[src/rtl/axis_fifo_rd_if.sv]
// Read side of a FWFT-less FIFO turned into an AXI-Stream master.
// A 2-entry skid buffer absorbs the one-cycle read latency so tready can stall freely.
module axis_fifo_rd_if #(
    parameter int unsigned FIFO_WIDTH = 33,
    parameter int unsigned CNT_WIDTH  = 16
) (
    input  logic                  rd_clk,
    input  logic                  rd_rst,
    input  logic                  fifo_empty,
    input  logic [FIFO_WIDTH-1:0] fifo_rd_data,
    output logic                  fifo_rd_en,
    output logic                  m_axis_tvalid,
    input  logic                  m_axis_tready,
    output logic [FIFO_WIDTH-2:0] m_axis_tdata,
    output logic                  m_axis_tlast,
    output logic [CNT_WIDTH-1:0]  pkt_cnt
);

    typedef enum logic [1:0] {
        OccEmpty = 2'd0,
        OccOne   = 2'd1,
        OccTwo   = 2'd2
    } occ_e;

    occ_e                  r_occ;
    logic                  r_inflight;
    logic [FIFO_WIDTH-1:0] r_head;
    logic [FIFO_WIDTH-1:0] r_tail;
    logic [CNT_WIDTH-1:0]  r_pkt_cnt;

    logic                  w_valid;
    logic                  w_pop;
    logic [1:0]            w_total;

    assign w_valid = (r_occ != OccEmpty) && !rd_rst;
    assign w_pop   = w_valid && m_axis_tready;
    assign w_total = r_occ + {1'b0, r_inflight};

    // A read is only issued if the word it returns is guaranteed a free slot.
    always_comb begin
        fifo_rd_en = 1'b0;
        if (!fifo_empty && !rd_rst) begin
            fifo_rd_en = (w_total < 2'd2) || ((w_total == 2'd2) && w_pop);
        end
    end

    always_ff @(posedge rd_clk) begin
        if (rd_rst) begin
            r_occ      <= OccEmpty;
            r_inflight <= 1'b0;
            r_head     <= '0;
            r_tail     <= '0;
            r_pkt_cnt  <= '0;
        end else begin
            r_inflight <= fifo_rd_en;
            if (w_pop && r_head[FIFO_WIDTH-1]) begin
                r_pkt_cnt <= r_pkt_cnt + 1'b1;
            end
            unique case (r_occ)
                OccEmpty: begin
                    if (r_inflight) begin
                        r_head <= fifo_rd_data;
                        r_occ  <= OccOne;
                    end
                end
                OccOne: begin
                    case ({r_inflight, w_pop})
                        2'b10: begin
                            r_tail <= fifo_rd_data;
                            r_occ  <= OccTwo;
                        end
                        2'b11:   r_head <= fifo_rd_data;
                        2'b01:   r_occ  <= OccEmpty;
                        default: ;
                    endcase
                end
                OccTwo: begin
                    if (w_pop) begin
                        r_head <= r_tail;
                        if (r_inflight) begin
                            r_tail <= fifo_rd_data;
                        end else begin
                            r_occ <= OccOne;
                        end
                    end
                end
                default: r_occ <= OccEmpty;
            endcase
        end
    end

    // Outputs are masked by reset so they read zero from the first reset cycle.
    assign m_axis_tvalid = w_valid;
    assign m_axis_tdata  = rd_rst ? '0 : r_head[FIFO_WIDTH-2:0];
    assign m_axis_tlast  = rd_rst ? 1'b0 : r_head[FIFO_WIDTH-1];
    assign pkt_cnt       = rd_rst ? '0 : r_pkt_cnt;

endmodule

[config.mk]
export PLATFORM = sky130hd
export DESIGN_NAME = axis_fifo_rd_if
export DESIGN_NICKNAME = d
export VERILOG_FILES = /design/src/rtl/axis_fifo_rd_if.sv
export SDC_FILE = /design/constraint.sdc
export NUM_CORES = 1
export LEC_CHECK = 0
export BUFFER_PORTS_ARGS = -buffer_cell sky130_fd_sc_hd__buf_2
export CAP_MARGIN = 20
export CORE_MARGIN = 4
export CORE_UTILIZATION = 50
export DETAILED_ROUTE_END_ITERATION = 10
export PLACE_DENSITY = 0.83
export SLEW_MARGIN = 20
export SYNTH_ARGS = -nofsm -noshare
export SYNTH_HDL_FRONTEND = slang
export SYNTH_SLANG_ARGS = --single-unit
[constraint.sdc]
create_clock -name rd_clk -period 6 [get_ports rd_clk]
set_clock_uncertainty 0.2 [all_clocks]
set_input_delay 1.2 -clock rd_clk [delete_from_list [all_inputs] [get_ports rd_clk]]
set_output_delay 1.2 -clock rd_clk [all_outputs]
set_load 0.01 [all_outputs]
# Word-level counts from Yosys, hierarchy flattened

Index checks and enable logic that the tools add are counted.
Widths: inputs -> output; s select.

Register bits after elaboration: 85
Bits of input ports: 37
Output and inout bits: 51
Logic and storage cells: 52

$add $sub $neg: 2
$lt $le $gt $ge: 1
Eq/ne operators: 13
Mux-type cells: 16
Reductions and logical operators: 15

Operators by type and width:

| cell                  | number |
|---|---|
| $mux 33               | 5 |
| $pmux 33 s3           | 1 |
| $pmux 33 s2           | 1 |
| $mux 32               | 1 |
| $add 16x1->16 const B | 1 |
| $mux 16               | 1 |
| $reduce_and 4->1      | 3 |
| $ne 2x2->1 const B    | 5 |
| $eq 2x2->1 const B    | 4 |
| $mux 2                | 3 |
| $pmux 2 s3            | 1 |
| $logic_and 1x1->1     | 5 |
| $eq 2x1->1 const B    | 2 |
| $pmux 2 s2            | 1 |
| $reduce_bool 2->1     | 2 |
| $ne 3x2->1 const B    | 1 |
| $reduce_bool 3->1     | 1 |
| $add 2x1->2           | 1 |
| $logic_not 1->1       | 2 |
| $logic_not 2->1       | 1 |
| $lt 2x2->1 const B    | 1 |
| $mux 1                | 2 |
| $ne 2x1->1 const B    | 1 |
| $logic_or 1x1->1      | 1 |

# Longest topological paths before layout

Gate-level depths: netlist of the first run.

Word-level depth: 6
Gate-level depth with buffers: 11
Depth with buffers taken out: 8

# Worst setup path after synthesis of the first run

OpenSTA, ideal clock, no wires.

Path kind: input-to-output
Start: input port rd_rst
End: output port fifo_rd_en
Data arrival time: 2.198 ns
Required time: 4.600 ns
Setup slack: 2.402 ns
Stages: 4
Path buffers: 1
Cell sequence: buf_2 -> or3_1 -> o21a_1 -> nor3_1

Cells in the longest elaborated chain, start to end: 6
Elaborated cells between the ends (all ways): 7
Classes of those cells: mux (1); reduce/logical (6)

Ends and longest elaborated chain:

| element             | RTL line | RTL |
|---|---|---|
| from (decl)         | 8        | `input logic rd_rst,` |
| $logic_not 1->1 (*) | 35, 42   |  |
| $logic_and 1x1->1   | 35       | `assign w_valid = (r_occ != OccEmpty) && !rd_rst;` |
| $logic_and 1x1->1   | 36       | `assign w_pop = w_valid && m_axis_tready;` |
| $logic_and 1x1->1   | 43       | `fifo_rd_en = (w_total < 2'd2) \|\| ((w_total == 2'd2) && w_pop);` |
| $logic_or 1x1->1    | 43       |  |
| $mux 1 (*)          | 42       | `if (!fifo_empty && !rd_rst) begin` |
| to (decl)           | 11       | `output logic fifo_rd_en,` |

Every way passes the cells marked *; elsewhere a longest branch is shown, timed or not.

# Final worst setup path of the first run

Start: input port rd_rst
End: output port pkt_cnt[10]

Cells in the longest elaborated chain, start to end: 1

Ends and longest elaborated chain:

| element   | RTL line | RTL |
|---|---|---|
| $mux 16   | 96       | `assign pkt_cnt = rd_rst ? '0 : r_pkt_cnt;` |
| to (decl) | 16       | `output logic [CNT_WIDTH-1:0] pkt_cnt` |

Every way passes these cells.

==> flow_metrics.tcl, run 1 <==
set metrics [dict create \
    status "finished, final reports clean" \
    die_x_um 97.9 \
    regToRegEndpoint "r_head[24]$_SDFFE_PP0P_" \
    start_util_pct 51.8 \
    via_count 3321 \
    synth_compound_area_share_pct 15.3 \
    n_fill_cell 695 \
    cts_hold_buf 0 \
    clk_pin_slew_ns 0.08 \
    max_slew_margin_pct 45.4 \
    top_layer_used "met4" \
    die_h_um 97.9 \
    hold_violations 0 \
    drt-initial-drc-count 120 \
    ctsHtreeMaxLevel 3 \
    drtPass1Iterations 4 \
    postCtsSetupRepairBufs 0 \
    met2_length_um 4380 \
    placed_area_um2 4490 \
    hpwl_um 5920 \
    drive_above_1_share_pct 29.3 \
    yosys.area_share.adder_pct 1.55 \
    tritoncts "done" \
    io_pins 88 \
    netlist_instances 455 \
    ys_seq_elements 85 \
    ys_types 33 \
    power_density_nw_per_um2 247 \
    drt-met1-wl_um 3640 \
    start_kind "input port" \
    wirelength_um 8590 \
    required_ns 4.60 \
    cts_sinks 85 \
    grtUsageTotal_pct 18.4 \
    syn-num-nets 497 \
    die_area_um2 9590 \
    nets 567 \
    hold_end "r_tail[26]$_SDFFE_PP0P_" \
    overflow 0 \
    r2r-start "r_occ[1]$_SDFFE_PP0P_" \
    period_minus_slack_ns 4.23 \
    port_buffers 87 \
    period_share_pct 70.6 \
    grt_max_degree 76 \
    avgSynthCellArea_um2 8.89 \
    worstPathMaxFanout 75 \
    finalSetupViolCount 0 \
    gp_congestion 0.905 \
    worstPathArrival_ns 2.83 \
    synth.area.mux_share_pct 12.1 \
    rsz0062_at_grt "false" \
    drv_cap 0 \
    synth_top_family_by_area "simple AND/OR/NAND/NOR gates" \
    timing.fmax_mhz 236 \
    design.core.area_um2 7810 \
    diodes 0 \
    max-vdd-ir-drop_uv 116 \
    drtAntennaViolNets 0 \
    design_area_um2 4690 \
    antenna_found_initial 0 \
    yosys.area_share.xor_xnor_pct 1.30 \
    yosysSeqAreaShare_pct 42.1 \
    syn-cell-area_um2 4050 \
    layout_common_cells "buf_2, dfxtp_1, nand2_1" \
    cts-resized-gates 0 \
    final_common_cell "buf_2" \
    grt_pass1_vias 3277 \
    end_kind "output port" \
    insertion_delay_ns 0.34 \
    synth_warnings 0 \
    tightestPinTransition_ns 0.819 \
    whs_path_depth 2 \
    clockBufferDepth 2 \
    post-route-drc-count 0 \
    p_total_mw 1.16 \
    wl_per_cell_um 13.6 \
    rr_worst_depth 9 \
    finalMaxSlewViolations 0 \
    cts_buffers 9 \
    regToRegSetupSlack_ns 2.83 \
    grt_pass1_wl_um 14700 \
    area_growth_pct 15.8 \
    synth-simple-area-share_pct 22.0 \
    vias_per_cell 5.26 \
    route.met3.wl_um 370 \
    path_class "in -> out" \
    hp-class "reg -> reg" \
    p_leak_nw 2.08 \
    setup_tns_ns 0 \
    cts_root_buffer "clkbuf_8" \
    holdCritStartpoint "r_tail[26]$_SDFFE_PP0P_" \
    rows 32 \
]
## Yosys cell counts
cell type / count / share of area [%]
dfxtp_1: 85 / 42
nand2_1: 71 / 6.6
nor2_1: 56 / 5.2
nor2b_1: 42 / 6.5
a21oi_1: 35 / 4.3
mux2i_1: 34 / 8.4
a211oi_2: 30 / 9.3
buf_2: 14 / 1.7
inv_1: 13 / 1.2
mux2_2: 12 / 3.3
clkbuf_1: 11 / 1.0
nand3_1: 7 / 0.87
buf_6: 5 / 1.4
ha_1: 5 / 1.5
nand4_1: 5 / 0.77
xnor2_1: 5 / 1.1
a211oi_1: 3 / 0.56
buf_1: 3 / 0.28
nor3_1: 3 / 0.37
nor4_1: 3 / 0.46
a32o_1: 1 / 0.25
a32oi_1: 1 / 0.22
and2_1: 1 / 0.15
and3_1: 1 / 0.15
mux2_4: 1 / 0.37
nand2b_1: 1 / 0.15
nor3b_2: 1 / 0.31
nor4_2: 1 / 0.31
o21a_1: 1 / 0.19
o21bai_2: 1 / 0.28
o32a_1: 1 / 0.25
or3_1: 1 / 0.15
xor2_1: 1 / 0.22
## worst max-delay path by stage
stage,startpoint,to,slack [ns],cells after the start
after detailed placement,rd_rst,r_head[24]$_SDFFE_PP0P_,1.76,9
after global routing,rd_rst,pkt_cnt[10],1.62,4
after CTS,rd_rst,pkt_cnt[10],1.78,4
after global placement,rd_rst,pkt_cnt[9],1.83,4
final,rd_rst,pkt_cnt[10],1.77,4
after floorplan,rd_rst,fifo_rd_en,2.40,4
## cell families after synthesis
| family | after synthesis |
|---|---|
| AO/OA/AOI/OAI | 73 |
| multiplexers | 47 |
| XOR/XNOR | 6 |
| flip-flops | 85 |
| buffers and inverters | 46 |
| AND/OR/NAND/NOR | 193 |
| adder cells (fa/ha/maj) | 5 |
## layout make-up
class | count | area, um^2 | share of cell area (%)
Tap cell | 102 | 128 | 2.72
Clock buffer | 9 | 124 | 2.64
Sequential cell | 85 | 1700 | 36.3
Inverter | 13 | 48.8 | 1.04
Clock inverter | 6 | 70.1 | 1.50
Multi-Input combinational cell | 324 | 2130 | 45.4
Timing Repair Buffer | 92 | 488 | 10.4
## power breakdown
group	internal [mW]	switching [mW]
clock	0.193	0.207
combinational	0.0636	0.0871
sequential	0.589	0.0159
## state kept, by name (all words and copies together) (netlist names)
name        flops
r_head         33
r_tail         33
r_pkt_cnt      16
r_occ           2
r_inflight      1
## layer usage
metal / up-vias / global-route usage [%]
met5: - / 0
met4: 0 / 9.27
met3: 14 / 3.71
met2: 72 / 31.0
met1: 1567 / 22.2
li1: 1668 / -
## stage by stage
step | util [%] | setup slack, ns | instances | hold WS, ns
6_report | 60.0 | 1.77 | 631 | 0.252
5_1_grt | 60.0 | 1.62 | 631 | 0.278
4_1_cts | 60.0 | 1.78 | 631 | 0.256
3_5_place_dp | 57.5 | 1.76 | 616 | 0.242
3_3_place_gp | 57.3 | 1.83 | 615 | 0.237
2_1_floorplan | - | 2.40 | 455 | 0.231
## critical path: stages
cell and delay (ns):
buf_4 0.59, buf_4 0.66, nor2_1 0.13, buf_2 0.18
Note: power is estimated with default switching activity, not from simulation.
==> inputs of run 2 (changes only) <==
--- a/config.mk
+++ b/config.mk
@@ -5,12 +5,13 @@
 export SDC_FILE = /design/constraint.sdc
 export NUM_CORES = 1
 export LEC_CHECK = 0
+export ABC_AREA = 1
 export BUFFER_PORTS_ARGS = -buffer_cell sky130_fd_sc_hd__buf_2
 export CAP_MARGIN = 20
 export CORE_MARGIN = 4
 export CORE_UTILIZATION = 50
 export DETAILED_ROUTE_END_ITERATION = 10
-export PLACE_DENSITY = 0.83
+export PLACE_DENSITY = 0.85
 export SLEW_MARGIN = 20
 export SYNTH_ARGS = -nofsm -noshare
 export SYNTH_HDL_FRONTEND = slang
==> constraint.sdc (replaced) <==
create_clock -name rd_clk -period 3.8 [get_ports rd_clk]
set_clock_uncertainty 0.2 [all_clocks]
set_input_delay 0.76 -clock rd_clk [delete_from_list [all_inputs] [get_ports rd_clk]]
set_output_delay 0.76 -clock rd_clk [all_outputs]
set_load 0.01 [all_outputs]
==> run 2 against run 1 <==
  * Sequential power is 100% higher
  * Die area increased by 8.2%
  * Combinational power increased to 9.8 times the previous value
  * Hold slack improved by 0.055 ns
  * Critical path type unchanged
  * Synthesized area increased by 8.9%
==> flow_metrics.tcl, run 2 <==
set metrics [dict create \
    status "finished, final reports clean" \
    critPathBufInv 3 \
    hp-class "reg -> reg" \
    grt_max_degree 82 \
    diodes 0 \
    rows 33 \
    drtAntennaViolNets 0 \
    grt_pass1_vias 3669 \
    hold_end "r_pkt_cnt[1]$_SDFFE_PP0P_" \
    area_growth_pct 15.0 \
    period_share_pct 70.3 \
    nets 833 \
    start_kind "input port" \
    grt_pass1_wl_um 16000 \
    cts_sinks 85 \
    regToRegSetupSlack_ns 1.52 \
    overflow 0 \
    gp_congestion 0.825 \
    cts-resized-gates 0 \
    clockBufferDepth 2 \
    start_util_pct 52.6 \
    clk_pin_slew_ns 0.09 \
    final_common_cell "nor2_1" \
    regToRegEndpoint "r_tail[8]$_SDFFE_PP0P_" \
    setup_slack_ns 1.13 \
    max-vdd-ir-drop_uv 440 \
    die_h_um 102 \
    grtUsageMet2_pct 30.9 \
    grtUsageTotal_pct 19.0 \
    worstPathMaxFanout 25 \
    path_cells "buf_2, buf_4, nor2_1, o21a_1, buf_2" \
    cts_hold_buf 0 \
    rsz0062_at_grt "false" \
    ctsHtreeMaxLevel 3 \
    port_buffers 87 \
    holdCritStartpoint "r_pkt_cnt[1]$_SDFFE_PP0P_" \
    design.core.area_um2 8380 \
    finalMaxSlewViolations 0 \
    hold_violations 0 \
    drtPass1Iterations 5 \
    end_kind "output port" \
    yosysTopAreaCell "dfxtp_1" \
    post-route-drc-count 0 \
    worstPathArrival_ns 1.71 \
    grt_use_met3_pct 5.26 \
    path_class "in -> out" \
    synth_common_cells "nor2_1, nand2_1, inv_1" \
    antenna_found_initial 0 \
    timing.fmax_mhz 375 \
    synth_top_area_share_pct 38.6 \
    power_frac_seq_pct 36.1 \
    n_fill_cell 816 \
    grtUsageMet1_pct 25.1 \
    io_pins 88 \
    busiest_layer "met2" \
    finalSetupViolCount 0 \
    drt-initial-drc-count 173 \
    sw_frac_of_total_pct 40.9 \
    critPathTopFamily "buffers and inverters" \
    slowest_delay_ns 0.32 \
    die_area_um2 10400 \
    period_minus_slack_ns 2.67 \
    whs_path_depth 2 \
    synth_edf_count 0 \
    seqCellArea_um2 1700 \
    avgSynthCellArea_um2 6.06 \
    syn-cell-area_um2 4410 \
    p_leak_nw 2.72 \
    syn-num-nets 769 \
    max_slew_margin_pct 44.6 \
    p_switching_mw 1.38 \
    async_reset_ff_share_pct 0 \
    synth_area_leaders "dfxtp_1, nor2_1, nand2_1" \
    yosysSeqAreaShare_pct 38.6 \
    insertion_delay_ns 0.36 \
    wl_per_cell_um 10.7 \
    intPower_mw 1.99 \
    yosysMostFrequentCell "nor2_1" \
    hpwl_um 6440 \
    ys_types 24 \
    tightestPinTransition_ns 0.831 \
    synth_ff_type "dfxtp_1" \
    drive_above_1_share_pct 15.3 \
    ys_seq_elements 85 \
    cts_buffers 9 \
    rr_worst_depth 9 \
    tritoncts "done" \
    critPathSlowestCell "buf_4" \
    synth_warnings 0 \
    dp_slack_ns 1.09 \
    multiInputGateArea_um2 2150 \
    required_ns 2.84 \
    postCtsSetupRepairBufs 0 \
    die_x_um 102 \
    wirelength_um 9680 \
    drv_cap 0 \
    reg_top3 "r_head (33), r_tail (33), r_pkt_cnt (16)" \
    vias_per_cell 4.73 \
    via_count 4263 \
    r2r-start "r_occ[0]$_SDFFE_PP0P_" \
    power_density_nw_per_um2 665 \
    setup_tns_ns 0 \
    cts_root_buffer "clkbuf_8" \
    layout_common_cells "nor2_1, nand2_1, inv_1" \
    netlist_instances 727 \
    path_common_cell "buf_2" \
    clkPwrFrac_pct 20.0 \
    power_frac_comb_pct 43.9 \
]
run 2: cell types whose count changed after synthesis, sizes merged, moves of 34 or more:
cell   previous run  this run
nor2b            42         0
o21ai             0        36
mux2i            34         0
nand3             7        50
nor2             56       183
nand2            71       173
inv              13        98
run 2: worst max path at each step:
stage	from	to	slack, ns	cells past startpoint
2_1_floorplan	rd_rst	pkt_cnt[10]	1.24	4
3_3_place_gp	rd_rst	fifo_rd_en	1.13	5
3_5_place_dp	rd_rst	r_tail[9]$_SDFFE_PP0P_	1.09	8
4_1_cts	rd_rst	fifo_rd_en	1.10	5
5_1_grt	rd_rst	fifo_rd_en	1.03	5
6_report	rd_rst	fifo_rd_en	1.13	5
run 2: cells by family (layout without fill, tap and decap cells):
kind of cell | after synthesis | count (layout) | share of synthesized area [%]
buffers and inverters | 141 | 210 | 12.8
AOI/OAI and AO/OA | 83 | 83 | 9.54
and+or+nand+nor | 412 | 412 | 37.4
adders and majority gates | 5 | 5 | 1.42
DFF | 85 | 85 | 38.6
xor gates and xnor gates | 1 | 1 | 0.199
run 2: per-stage QoR:
stage,cells,hold slack [ns],power [mW],cell area [um^2],utilization [%]
floorplan,727,0.262,2.40,4410,-
global placement,885,0.284,2.68,4850,57.9
detailed placement,885,0.293,2.70,4850,57.9
CTS,901,0.307,3.39,5070,60.4
global route,901,0.325,3.68,5070,60.4
finish,901,0.307,3.37,5070,60.4
run 2: area by class of cell:
type | instances | share of cell area, %
multi-input combinational | 501 | 42.5
sequential | 85 | 33.6
timing repair buffer | 96 | 9.93
inverter | 98 | 7.26
clock buffer | 13 | 3.33
tap | 105 | 2.59
clock inverter | 3 | 0.840
run 2: tightest hold or removal path, delay by kind of cell (launching register included):
| family | cells | cell delay [ns] |
|---|---|---|
| flops | 1 | 0.33 |
| buf+inv | 1 | 0.07 |
| compound gates | 1 | 0.06 |
run 2: per-layer routing:
metal	vias up	part of all wire, %
met5	-	0
met4	0	1.0
met3	12	6.5
met2	106	45
met1	1819	48
li1	2326	-
run 2: power by group through the flow:
stage | Combinational (mW) | Sequential, mW | Clock (mW)
2_1_floorplan | 1.18 | 1.22 | 0
3_3_place_gp | 1.45 | 1.23 | 0
3_5_place_dp | 1.46 | 1.24 | 0
4_1_cts | 1.49 | 1.22 | 0.691
5_1_grt | 1.72 | 1.24 | 0.721
6_report | 1.48 | 1.22 | 0.672
